File: src/rtl/adc_cfg_pkg.sv
// Shared types and constants for the ADC serial configuration sequencer.
// Command words are {addr[7:0], data[15:0]} and are shifted MSB first.
package adc_cfg_pkg;

    localparam int CMD_W  = 24;
    localparam int ADDR_W = 8;
    localparam int DATA_W = 16;

    // Frequently used register writes for the ADC
    localparam logic [CMD_W-1:0] TGC_REG    = 24'h000004;
    localparam logic [CMD_W-1:0] FIXED_GAIN = 24'h990008;
    localparam logic [CMD_W-1:0] GAIN       = 24'h9A0010;
    localparam logic [CMD_W-1:0] RAMP_TEST  = 24'h02E000;
    localparam logic [CMD_W-1:0] SYNC_TEST  = 24'h022000;

    typedef enum logic [2:0] {
        RST_PULSE,
        RST_WAIT,
        READY,
        SETUP,
        SHIFT,
        GAP
    } state_e;

endpackage

File: src/rtl/adc_sclk_tick.sv
// Half-period timer for SCLK: emits a one-cycle tick every SCLK_HALF enabled cycles.
// The count restarts whenever clr is high or the timer is disabled.
module adc_sclk_tick #(
    parameter int SCLK_HALF = 5
) (
    input  logic clk_50,
    input  logic rst_n,
    input  logic en,
    input  logic clr,
    output logic tick
);

    localparam int CW = (SCLK_HALF > 2) ? $clog2(SCLK_HALF) : 1;
    localparam logic [CW-1:0] LAST = CW'(SCLK_HALF - 1);

    logic [CW-1:0] cnt_q;
    logic [CW-1:0] cnt_d;

    assign tick = en && (cnt_q == LAST);

    always_comb begin
        cnt_d = cnt_q + 1'b1;
        if (clr || !en || (cnt_q == LAST)) begin
            cnt_d = '0;
        end
    end

    always_ff @(posedge clk_50 or negedge rst_n) begin
        if (!rst_n) begin
            cnt_q <= '0;
        end else begin
            cnt_q <= cnt_d;
        end
    end

endmodule

File: src/rtl/adc_serial_cfg_seq.sv
// ADC reset/power-up sequencer and 24-bit serial register writer (SCLK/SEN/SDATA).
// Define ADC_CFG_READBACK_EN to add SDOUT capture on rd_data/rd_valid.
module adc_serial_cfg_seq
    import adc_cfg_pkg::*;
#(
    parameter int SCLK_HALF         = 5,
    parameter int RESET_CYCLES      = 10,
    parameter int POST_RESET_CYCLES = 100,
    parameter int GAP_HALVES        = 2
) (
    input  logic             clk_50,
    input  logic             rst_n,
    input  logic             init_req,
    input  logic             cmd_valid,
    input  logic [CMD_W-1:0] cmd_data,
    output logic             cmd_ready,
    output logic             cmd_done,
    output logic             busy,
    output logic             init_done,
    input  logic             pdn_req,
    input  logic             sdout,
    output logic             adc_reset,
    output logic             sclk,
    output logic             sen,
    output logic             sdata,
    output logic             pdn
`ifdef ADC_CFG_READBACK_EN
    ,
    output logic [DATA_W-1:0] rd_data,
    output logic              rd_valid
`endif
);

    localparam logic [4:0]  LAST_BIT   = 5'(CMD_W);
    localparam logic [4:0]  FIRST_DATA = 5'(ADDR_W);
    localparam logic [15:0] PULSE_LAST = 16'(RESET_CYCLES - 1);
    localparam logic [15:0] WAIT_LAST  = 16'(POST_RESET_CYCLES);
    localparam logic [15:0] GAP_LAST   = 16'(GAP_HALVES - 1);

    state_e             state_q, state_d;
    logic [15:0]        cnt_q, cnt_d;
    logic [4:0]         bit_cnt_q, bit_cnt_d;
    logic [CMD_W-2:0]   shift_q, shift_d;
    logic               init_done_q, init_done_d;
    logic               adc_reset_q, adc_reset_d;
    logic               sclk_q, sclk_d;
    logic               sen_q, sen_d;
    logic               sdata_q, sdata_d;
    logic               pdn_q;
    logic               cmd_done_c;
    logic               tick_en;
    logic               tick_clr;
    logic               tick;
    logic               rise_tick;

    adc_sclk_tick #(
        .SCLK_HALF (SCLK_HALF)
    ) u_tick (
        .clk_50 (clk_50),
        .rst_n  (rst_n),
        .en     (tick_en),
        .clr    (tick_clr),
        .tick   (tick)
    );

    assign tick_en   = (state_q == SETUP) || (state_q == SHIFT) || (state_q == GAP);
    assign tick_clr  = (state_d != state_q);
    assign rise_tick = (state_q == SHIFT) && tick && !sclk_q;

    assign busy      = (state_q != READY);
    assign cmd_ready = (state_q == READY) && !init_req;
    assign cmd_done  = cmd_done_c;
    assign init_done = init_done_q;
    assign adc_reset = adc_reset_q;
    assign sclk      = sclk_q;
    assign sen       = sen_q;
    assign sdata     = sdata_q;
    assign pdn       = pdn_q;

    always_comb begin
        state_d     = state_q;
        cnt_d       = cnt_q;
        bit_cnt_d   = bit_cnt_q;
        shift_d     = shift_q;
        init_done_d = init_done_q;
        adc_reset_d = 1'b0;
        sclk_d      = sclk_q;
        sen_d       = sen_q;
        sdata_d     = sdata_q;
        cmd_done_c  = 1'b0;

        case (state_q)
            RST_PULSE: begin
                adc_reset_d = 1'b1;
                cnt_d       = cnt_q + 1'b1;
                if (cnt_q == PULSE_LAST) begin
                    state_d = RST_WAIT;
                    cnt_d   = '0;
                end
            end
            // adc_reset drops one edge after entry, so the wait counts one extra cycle
            RST_WAIT: begin
                cnt_d = cnt_q + 1'b1;
                if (cnt_q == WAIT_LAST) begin
                    state_d     = READY;
                    cnt_d       = '0;
                    init_done_d = 1'b1;
                end
            end
            READY: begin
                if (init_req) begin
                    state_d     = RST_PULSE;
                    cnt_d       = '0;
                    init_done_d = 1'b0;
                end else if (cmd_valid) begin
                    state_d   = SETUP;
                    shift_d   = cmd_data[CMD_W-2:0];
                    bit_cnt_d = '0;
                    sclk_d    = 1'b0;
                    sen_d     = 1'b0;
                    sdata_d   = cmd_data[CMD_W-1];
                end
            end
            // SHIFT is entered with sclk low, so the first tick there is a rising edge
            SETUP: begin
                if (tick) begin
                    state_d = SHIFT;
                end
            end
            SHIFT: begin
                if (tick) begin
                    if (!sclk_q) begin
                        sclk_d    = 1'b1;
                        bit_cnt_d = bit_cnt_q + 1'b1;
                    end else if (bit_cnt_q == LAST_BIT) begin
                        state_d = GAP;
                        cnt_d   = '0;
                        sclk_d  = 1'b0;
                        sen_d   = 1'b1;
                        sdata_d = 1'b0;
                    end else begin
                        sclk_d  = 1'b0;
                        sdata_d = shift_q[CMD_W-2];
                        shift_d = {shift_q[CMD_W-3:0], 1'b0};
                    end
                end
            end
            GAP: begin
                if (tick) begin
                    cnt_d = cnt_q + 1'b1;
                    if (cnt_q == GAP_LAST) begin
                        state_d    = READY;
                        cnt_d      = '0;
                        cmd_done_c = 1'b1;
                    end
                end
            end
            default: begin
                state_d = RST_PULSE;
                cnt_d   = '0;
            end
        endcase
    end

    always_ff @(posedge clk_50 or negedge rst_n) begin
        if (!rst_n) begin
            state_q     <= RST_PULSE;
            cnt_q       <= '0;
            bit_cnt_q   <= '0;
            shift_q     <= '0;
            init_done_q <= 1'b0;
            adc_reset_q <= 1'b0;
            sclk_q      <= 1'b0;
            sen_q       <= 1'b1;
            sdata_q     <= 1'b0;
            pdn_q       <= 1'b0;
        end else begin
            state_q     <= state_d;
            cnt_q       <= cnt_d;
            bit_cnt_q   <= bit_cnt_d;
            shift_q     <= shift_d;
            init_done_q <= init_done_d;
            adc_reset_q <= adc_reset_d;
            sclk_q      <= sclk_d;
            sen_q       <= sen_d;
            sdata_q     <= sdata_d;
            pdn_q       <= pdn_req;
        end
    end

`ifdef ADC_CFG_READBACK_EN
    logic              sdout_meta_q;
    logic              sdout_sync_q;
    logic [DATA_W-1:0] rd_shift_q, rd_shift_d;
    logic [DATA_W-1:0] rd_data_q, rd_data_d;

    // Capture only during the data phase (rising edges 9..24), MSB first
    always_comb begin
        rd_shift_d = rd_shift_q;
        if (rise_tick && (bit_cnt_q >= FIRST_DATA)) begin
            rd_shift_d = {rd_shift_q[DATA_W-2:0], sdout_sync_q};
        end
        rd_data_d = cmd_done_c ? rd_shift_q : rd_data_q;
    end

    always_ff @(posedge clk_50 or negedge rst_n) begin
        if (!rst_n) begin
            sdout_meta_q <= 1'b0;
            sdout_sync_q <= 1'b0;
            rd_shift_q   <= '0;
            rd_data_q    <= '0;
        end else begin
            sdout_meta_q <= sdout;
            sdout_sync_q <= sdout_meta_q;
            rd_shift_q   <= rd_shift_d;
            rd_data_q    <= rd_data_d;
        end
    end

    assign rd_valid = cmd_done_c;
    assign rd_data  = rd_data_d;
`else
    // Readback is compiled out; sdout and the rising-edge strobe have no consumer
    logic sdout_unused;
    logic rise_tick_unused;
    assign sdout_unused     = sdout;
    assign rise_tick_unused = rise_tick;
`endif

endmodule

File: config.mk
export PLATFORM = sky130hd
export DESIGN_NAME = adc_serial_cfg_seq
export DESIGN_NICKNAME = d
export VERILOG_FILES = /design/src/rtl/adc_cfg_pkg.sv /design/src/rtl/adc_sclk_tick.sv /design/src/rtl/adc_serial_cfg_seq.sv
export SDC_FILE = /design/constraint.sdc
export NUM_CORES = 1
export LEC_CHECK = 0
export CAP_MARGIN = 20
export CORE_ASPECT_RATIO = 1.2
export CORE_MARGIN = 5
export CORE_UTILIZATION = 50
export CTS_BUF_LIST = sky130_fd_sc_hd__clkbuf_8
export CTS_CLUSTER_SIZE = 16
export DETAILED_ROUTE_END_ITERATION = 7
export PLACE_DENSITY_LB_ADDON = 0.12
export SYNTH_ARGS = -nofsm -noshare
export SYNTH_HDL_FRONTEND = slang
export SYNTH_SLANG_ARGS = --single-unit
File: constraint.sdc
create_clock -name clk_50 -period 4 [get_ports clk_50]
set_input_delay 0.8 -clock clk_50 [delete_from_list [all_inputs] [get_ports clk_50]]
set_output_delay 0.8 -clock clk_50 [all_outputs]
set_load 0.005 [all_outputs]
==> reports/results.tsv, run 1 <==
metric	value	unit
drt_iter0_drc	117	
rrSetupSlack	1.54	ns
syn_nets	350	
fp.dieW	80.58	um
gp_congestion	0.8487	
fin_crit	3.344	ns
core_area	5743	um^2
p_total	0.9797	mW
nets	382	
synth-edff-count	0	
ios	39	
netlist_instances	313	
clk_pin_slew	0.10	ns
htree_levels	2	
power_density	278.9	nW/um^2
p_leak	1.434	nW
hold_ws	0.4860	ns
drive_gt1_share	6.647	%
hold_buffers	0	
final_util	61.15	%
ir_drop	0.2109	mV
worstPathRequired	3.20	ns
wl	6071	um
finalClockSkew	0.005029	ns
worstPathArrival	2.54	ns
worst_setup_path_end_kind	output port	
timing.final.crit_share	83.60	%
synth-seq-cells	56	
clock_latency	0.30	ns
postCtsSetupBuffers	0	
criticalPathCategory	flop to output port	
cts_buffers	5	
outcome	finished, final reports clean	
cts.path.max_buffers	2	
tns	0	ns
switching_share	20.54	%
dp_hpwl	4331	um
ys_warn_count	0	
root_buffer	clkbuf_8	
grt_pass1_wl	10600	um
path_max_fanout	5	
avgRoutedWirePerCell	14.25	um
fmax	0.2991	GHz
antenna_found_initial	0	
critPathMaxStageDelay	0.54	ns
pwr-share-clk	37.5	%
drtAntennaViolNets	0	
async_reset_ff_share	100.0	%
start_util	52.05	%
yosys-top-cells-area	dfrtp_1 46%, mux2i_1 8.0%, nand2_1 6.2%, o21ai_0 4.9%, ha_1 2.9%	
crit_slowest_cell	clkdlybuf4s50_1	
n_fill_cell	485	
fp.dieH	94.70	um
gr-usage-met2	31.63	%
hold_class	flop to flop	
p_switching	0.2012	mW
portBuffers	37	
use_met1	20.51	%
gr-max-usage-layer	met2	
syn_avg_cell_area	9.550	um^2
rsz0062_at_grt	no	
seqPwrFrac	57.8	%
overflow	0	
areaGrowthSynthToFinish	17.50	%
final_hold_viol_count	0	
path_cells	inv_1, ha_1, or4b_4, or3_1, nor3_1, clkdlybuf4s50_1	
p_comb_share	4.7	%
die_area	7631	um^2
cts_sinks	56	
ctsResizeCount	0	
n_antenna_cell	0	
yosys.area.top_type_share	46.04	%
synth_ff_type	dfrtp_1	
cts_tree	built	
drc	0	
ys_seq_area_share	46.92	%
setup_viol	0	
cp-start-kind	flop	
cap_violations	0	
p_int	0.7785	mW
via_count	2370	
ys_types	52	
grt_max_degree	46	
row_count	30	
drv_slew	0	
synth_top_area_cell	dfrtp_1	
syn_area	2989	um^2
viasPerCell	5.563	
use_met3	3.912	%
firstDrtPassIters	4	
track_usage	17.38	%
grt_pass1_vias	2344	
max_slew_margin	35.60	%
tightestPinTransition	0.9617	ns
-- state kept, by name, summed over array words and instances, names as in the netlist --
signal,cells
adc_reset,1
bit_cnt_q,5
cnt_q,16
init_done,1
pdn,1
sclk,1
sdata,1
sen,1
shift_q,23
state_q,3
u_tick.cnt_q,3
-- worst max-delay path, delay by kind of cell (launching register included) --
family	cells	cell delay, ns
AND/OR/NAND/NOR	3	1.06
flip-flops	1	0.42
adder cells (fa/ha/maj)	1	0.13
buffers and inverters	2	0.63
-- metrics by stage --
stage / setup WS (ns) / std cells / area (um^2)
after floorplan: 1.588 / 313 / 2989
after global placement: 0.9862 / 418 / 3405
after detailed placement: 0.9567 / 418 / 3405
after CTS: 0.6113 / 426 / 3512
after global routing: 0.4713 / 426 / 3512
final: 0.6562 / 426 / 3512
-- power by group through the flow --
stage | Combinational (mW) | Sequential (mW) | Clock (mW)
floorplan | 0.00595 | 0.578 | 0
global placement | 0.0476 | 0.577 | 0
detailed placement | 0.0478 | 0.578 | 0
CTS | 0.0478 | 0.566 | 0.382
global route | 0.0515 | 0.567 | 0.398
finish | 0.0463 | 0.566 | 0.367
-- placed cells by master, fill, tap and decap left out, types with 2 or more instances in the layout --
master           synthesis  final
nand3_1                 10     10
a31oi_1                  3      3
mux2i_1                 24     24
nor2b_1                  4      4
o41ai_1                  2      2
nand2_1                 49     49
clkbuf_8                 0      5
ha_1                     7      7
o21ai_0                 29     29
inv_1                   12     13
a22o_1                   2      2
o311a_1                  2      2
o311ai_2                 2      2
and3_1                   6      6
or4_1                    3      3
or3_1                    4      4
and2_1                   3      3
clkdlybuf4s50_1          0     36
o31ai_1                  3      3
nor4_1                   2      2
nand4_1                 11     11
o21ai_1                  3      3
xor2_1                   3      3
nand2b_1                 4      4
nor3_1                   4      4
dfrtp_1                 55     55
a21oi_1                  7      7
buf_4                    0      4
o311ai_1                 4      4
nor2_1                  17     17
-- cells by family after synthesis --
family                   Yosys count  share of synthesized area [%]
AND/OR/NAND/NOR                  125                          21.01
AO/OA/AOI/OAI                     69                          15.74
flip-flops                        56                          46.92
buffers and inverters             29                          4.479
multiplexers                      24                          8.037
adder cells (fa/ha/maj)            7                          2.930
XOR/XNOR                           3                         0.8792
-- synthesized netlist by cell type (6+ instances only) --
master	number
nand2_1	49
buf_2	8
a21oi_1	7
o21ai_0	29
inv_1	12
and3_1	6
dfrtp_1	55
nand4_1	11
nand3_1	10
mux2i_1	24
clkbuf_1	6
ha_1	7
nor2_1	17
-- per-layer routing --
layer  up-vias  part of all wire (%)
met5         -                     0
met4         0                  0.48
met3         2                   4.7
met2        45                    51
met1      1135                    44
li1       1188                     -
-- final cells by class --
class,count,area [um^2],share of cell area [%]
multi-input cells,228,1458,41.50
repair buffers,41,395.4,11.26
clock inverters,3,38.79,1.104
inverters,13,48.80,1.389
flip-flops and latches,56,1403,39.94
well taps,80,100.1,2.850
clock buffers,5,68.82,1.959
-- path summary, 6_finish.rpt --
path                            startpoint         endpoint  cells after the start
max                               cnt_q[1]         cmd_done                      6
min                        u_tick.cnt_q[0]  u_tick.cnt_q[0]                      1
max reg2reg                     state_q[0]        cnt_q[14]                      5
min reg2reg                u_tick.cnt_q[0]  u_tick.cnt_q[0]                      1
max in group asynchronous            rst_n        cnt_q[12]                      2
min in group asynchronous            rst_n       state_q[2]                      1
No activity file was read; power rests on OpenSTA's default activity.
==> inputs of run 2 (changes only) <==
==> constraint.sdc (replaced) <==
create_clock -name clk_50 -period 3.14 [get_ports clk_50]
set_input_delay 0.628 -clock clk_50 [delete_from_list [all_inputs] [get_ports clk_50]]
set_output_delay 0.628 -clock clk_50 [all_outputs]
set_load 0.005 [all_outputs]
==> run 2 against run 1 <==
Routed wire length grew 1.6%. Setup slack lost 0.20 ns. Highest routed layer unchanged. Count of clock-buffer cells in the layout grew 1. Critical path depth shrank 1. Total power grew 21%. Critical endpoint unchanged.
==> reports/results.tsv, run 2 (synthesized netlist as in run 1, its figures left out) <==
metric	value	unit	change
outcome	finished, final reports clean		unchanged
reg2reg_depth	6		was 5
drv_slew	0		unchanged
path_max_fanout	6		was 5
fmax	0.3731	GHz	
antenna_found_initial	0		unchanged
drtAntennaViolNets	0		unchanged
seqPwrFrac	60.7	%	was 57.8%
clk_pin_slew	0.09	ns	was 0.10 ns
placed_cell_area	3442	um^2	was 3405 um^2
grt_max_degree	46		unchanged
start_util	52.05	%	unchanged
hold_ws	0.2633	ns	was 0.4860 ns
drive_gt1_share	9.091	%	was 6.647%
final_common_cell	dfrtp_1		unchanged
final_hold_viol_count	0		unchanged
gp_congestion	0.8018		was 0.8487
largest_reg_flops	23		unchanged
viasPerCell	5.567		was 5.563
switching_share	21.30	%	was 20.54%
core_area	5743	um^2	unchanged
root_buffer	clkbuf_8		unchanged
largestRegisters	shift_q (23), cnt_q (16), bit_cnt_q (5)		unchanged
worstPathRequired	2.51	ns	was 3.20 ns
p_int	0.9352	mW	was 0.7785 mW
final_cell_mix	55 x dfrtp_1, 49 x nand2_1, 35 x clkdlybuf4s50_1, 29 x o21ai_0, 24 x mux2i_1		was 55 x dfrtp_1, 49 x nand2_1, 36 x clkdlybuf4s50_1, 29 x o21ai_0, 24 x mux2i_1
hold_buffers	0		unchanged
n_fill_cell	510		was 485
via_count	2405		was 2,370
overflow	0		unchanged
cts_sinks	56		unchanged
avgRoutedWirePerCell	14.28	um	was 14.25 um
pwr-share-clk	34.2	%	was 37.5%
finalClockSkew	0.004474	ns	was 0.005029 ns
regMostFlops	shift_q		unchanged
criticalPathCategory	flop to output port		unchanged
cts.path.max_buffers	2		unchanged
worstPathArrival	2.05	ns	was 2.54 ns
fp.dieH	94.70	um	unchanged
timing.final.crit_share	85.36	%	
grt_pass1_vias	2412		was 2,344
nets	388		was 382
cts_tree	built		unchanged
fin_crit	2.680	ns	
htree_levels	2		unchanged
p_total	1.188	mW	was 0.9797 mW
wl	6167	um	was 6071 um
cp-start-kind	flop		unchanged
portBuffers	37		unchanged
die_area	7631	um^2	unchanged
p_leak	1.477	nW	was 1.434 nW
worst_setup_path_end_kind	output port		unchanged
tightestPinTransition	0.5134	ns	was 0.9617 ns
track_usage	17.97	%	was 17.38%
fin_area	3555	um^2	was 3512 um^2
ios	39		unchanged
fp.dieW	80.58	um	unchanged
row_count	30		unchanged
drt_iter0_drc	98		was 117
cap_violations	0		unchanged
pre_cts_ws	0.3006	ns	was 0.9567 ns
n_antenna_cell	0		unchanged
max_slew_margin	65.77	%	was 35.60%
power_density	334.3	nW/um^2	was 278.9 nW/um^2
tns	0	ns	unchanged
dp_hpwl	4373	um	was 4331 um
grt_pass1_wl	10960	um	was 10,600 um
firstDrtPassIters	4		unchanged
fin_ws	0.4598	ns	was 0.6562 ns
setup_viol	0		unchanged
areaGrowthSynthToFinish	18.92	%	was 17.50%
p_switching	0.2531	mW	was 0.2012 mW
clock_latency	0.30	ns	about the same
drc	0		unchanged
hold_class	input port to asynchronous set/reset pin		was flop to flop
cts_buffers	5		unchanged
rsz0062_at_grt	no		unchanged
ir_drop	0.2507	mV	was 0.2109 mV
p_comb_share	5.1	%	was 4.7%
run 2: changes by cell type in the layout (fill, tap and decap cells not counted), sizes merged:
cell and change:
inv -1, clkinv +1, bufinv -1, clkdlybuf4s50 -1, buf +6, dlymetal6s2s +1
clkbuf +1
run 2: final timing paths:
kind                                  from         endpoint  slack [ns]
max                               cnt_q[0]         cmd_done        0.46
min                                  rst_n       state_q[0]        0.26
max reg2reg                       cnt_q[0]        cnt_q[11]        1.05
min reg2reg                u_tick.cnt_q[0]  u_tick.cnt_q[0]        0.47
max in group asynchronous            rst_n      shift_q[21]        2.25
min in group clk_50        u_tick.cnt_q[0]  u_tick.cnt_q[0]        0.47
run 2: stage by stage:
| stage | utilization [%] | cells |
|---|---|---|
| finish | 61.90 | 432 |
| floorplan | - | 313 |
| detailed placement | 59.93 | 423 |
| global placement | 59.93 | 423 |
| CTS | 61.76 | 432 |
| global route | 61.90 | 432 |
run 2: repair_timing:
item | in CTS | in global routing
setup buffers | 1 | 0
endpoints found under the hold margin | 0 | 0
endpoints found under the setup margin | 1 | 1
resized for setup | 1 | 2
run 2: cell type report:
class	count	area [um^2]	area share (%)
clock inverters	2	10.01	0.2816
multi-input cells	228	1468	41.29
clock buffers	6	82.58	2.323
inverters	13	48.80	1.373
well taps	80	100.1	2.816
flip-flops and latches	56	1403	39.46
repair buffers	47	442.9	12.46
run 2: worst max-delay path, cell delays in order (launching register included):
cell	delay (ns)
dfrtp_1	0.44
ha_1	0.17
or4b_4	0.49
or3_4	0.39
nor3_2	0.12
dlymetal6s2s_1	0.15
run 2: power by group through the flow:
stage / Sequential, mW / Combinational, mW / Clock (mW)
6_report: 0.721 / 0.0601 / 0.407
5_1_grt: 0.722 / 0.0670 / 0.453
4_1_cts: 0.722 / 0.0621 / 0.425
3_5_place_dp: 0.736 / 0.0620 / 0
3_3_place_gp: 0.736 / 0.0612 / 0
2_1_floorplan: 0.736 / 0.00758 / 0
run 2: per-layer routing:
metal  global-route usage (%)  vias up  wire length (um)
met5                        0        -                 0
met4                    4.225        0                70
met3                    3.912        5               298
met2                    31.22       49              2995
met1                    22.76     1151              2803
li1                         -     1200                 -
==> inputs of run 3 (changes only) <==
--- a/config.mk
+++ b/config.mk
@@ -16,3 +16,4 @@
 export SYNTH_ARGS = -nofsm -noshare
 export SYNTH_HDL_FRONTEND = slang
 export SYNTH_SLANG_ARGS = --single-unit
+export TNS_END_PERCENT = 30
==> results of run 3 <==
No change in the layout: final DEF, timing and power equal those of run 2.
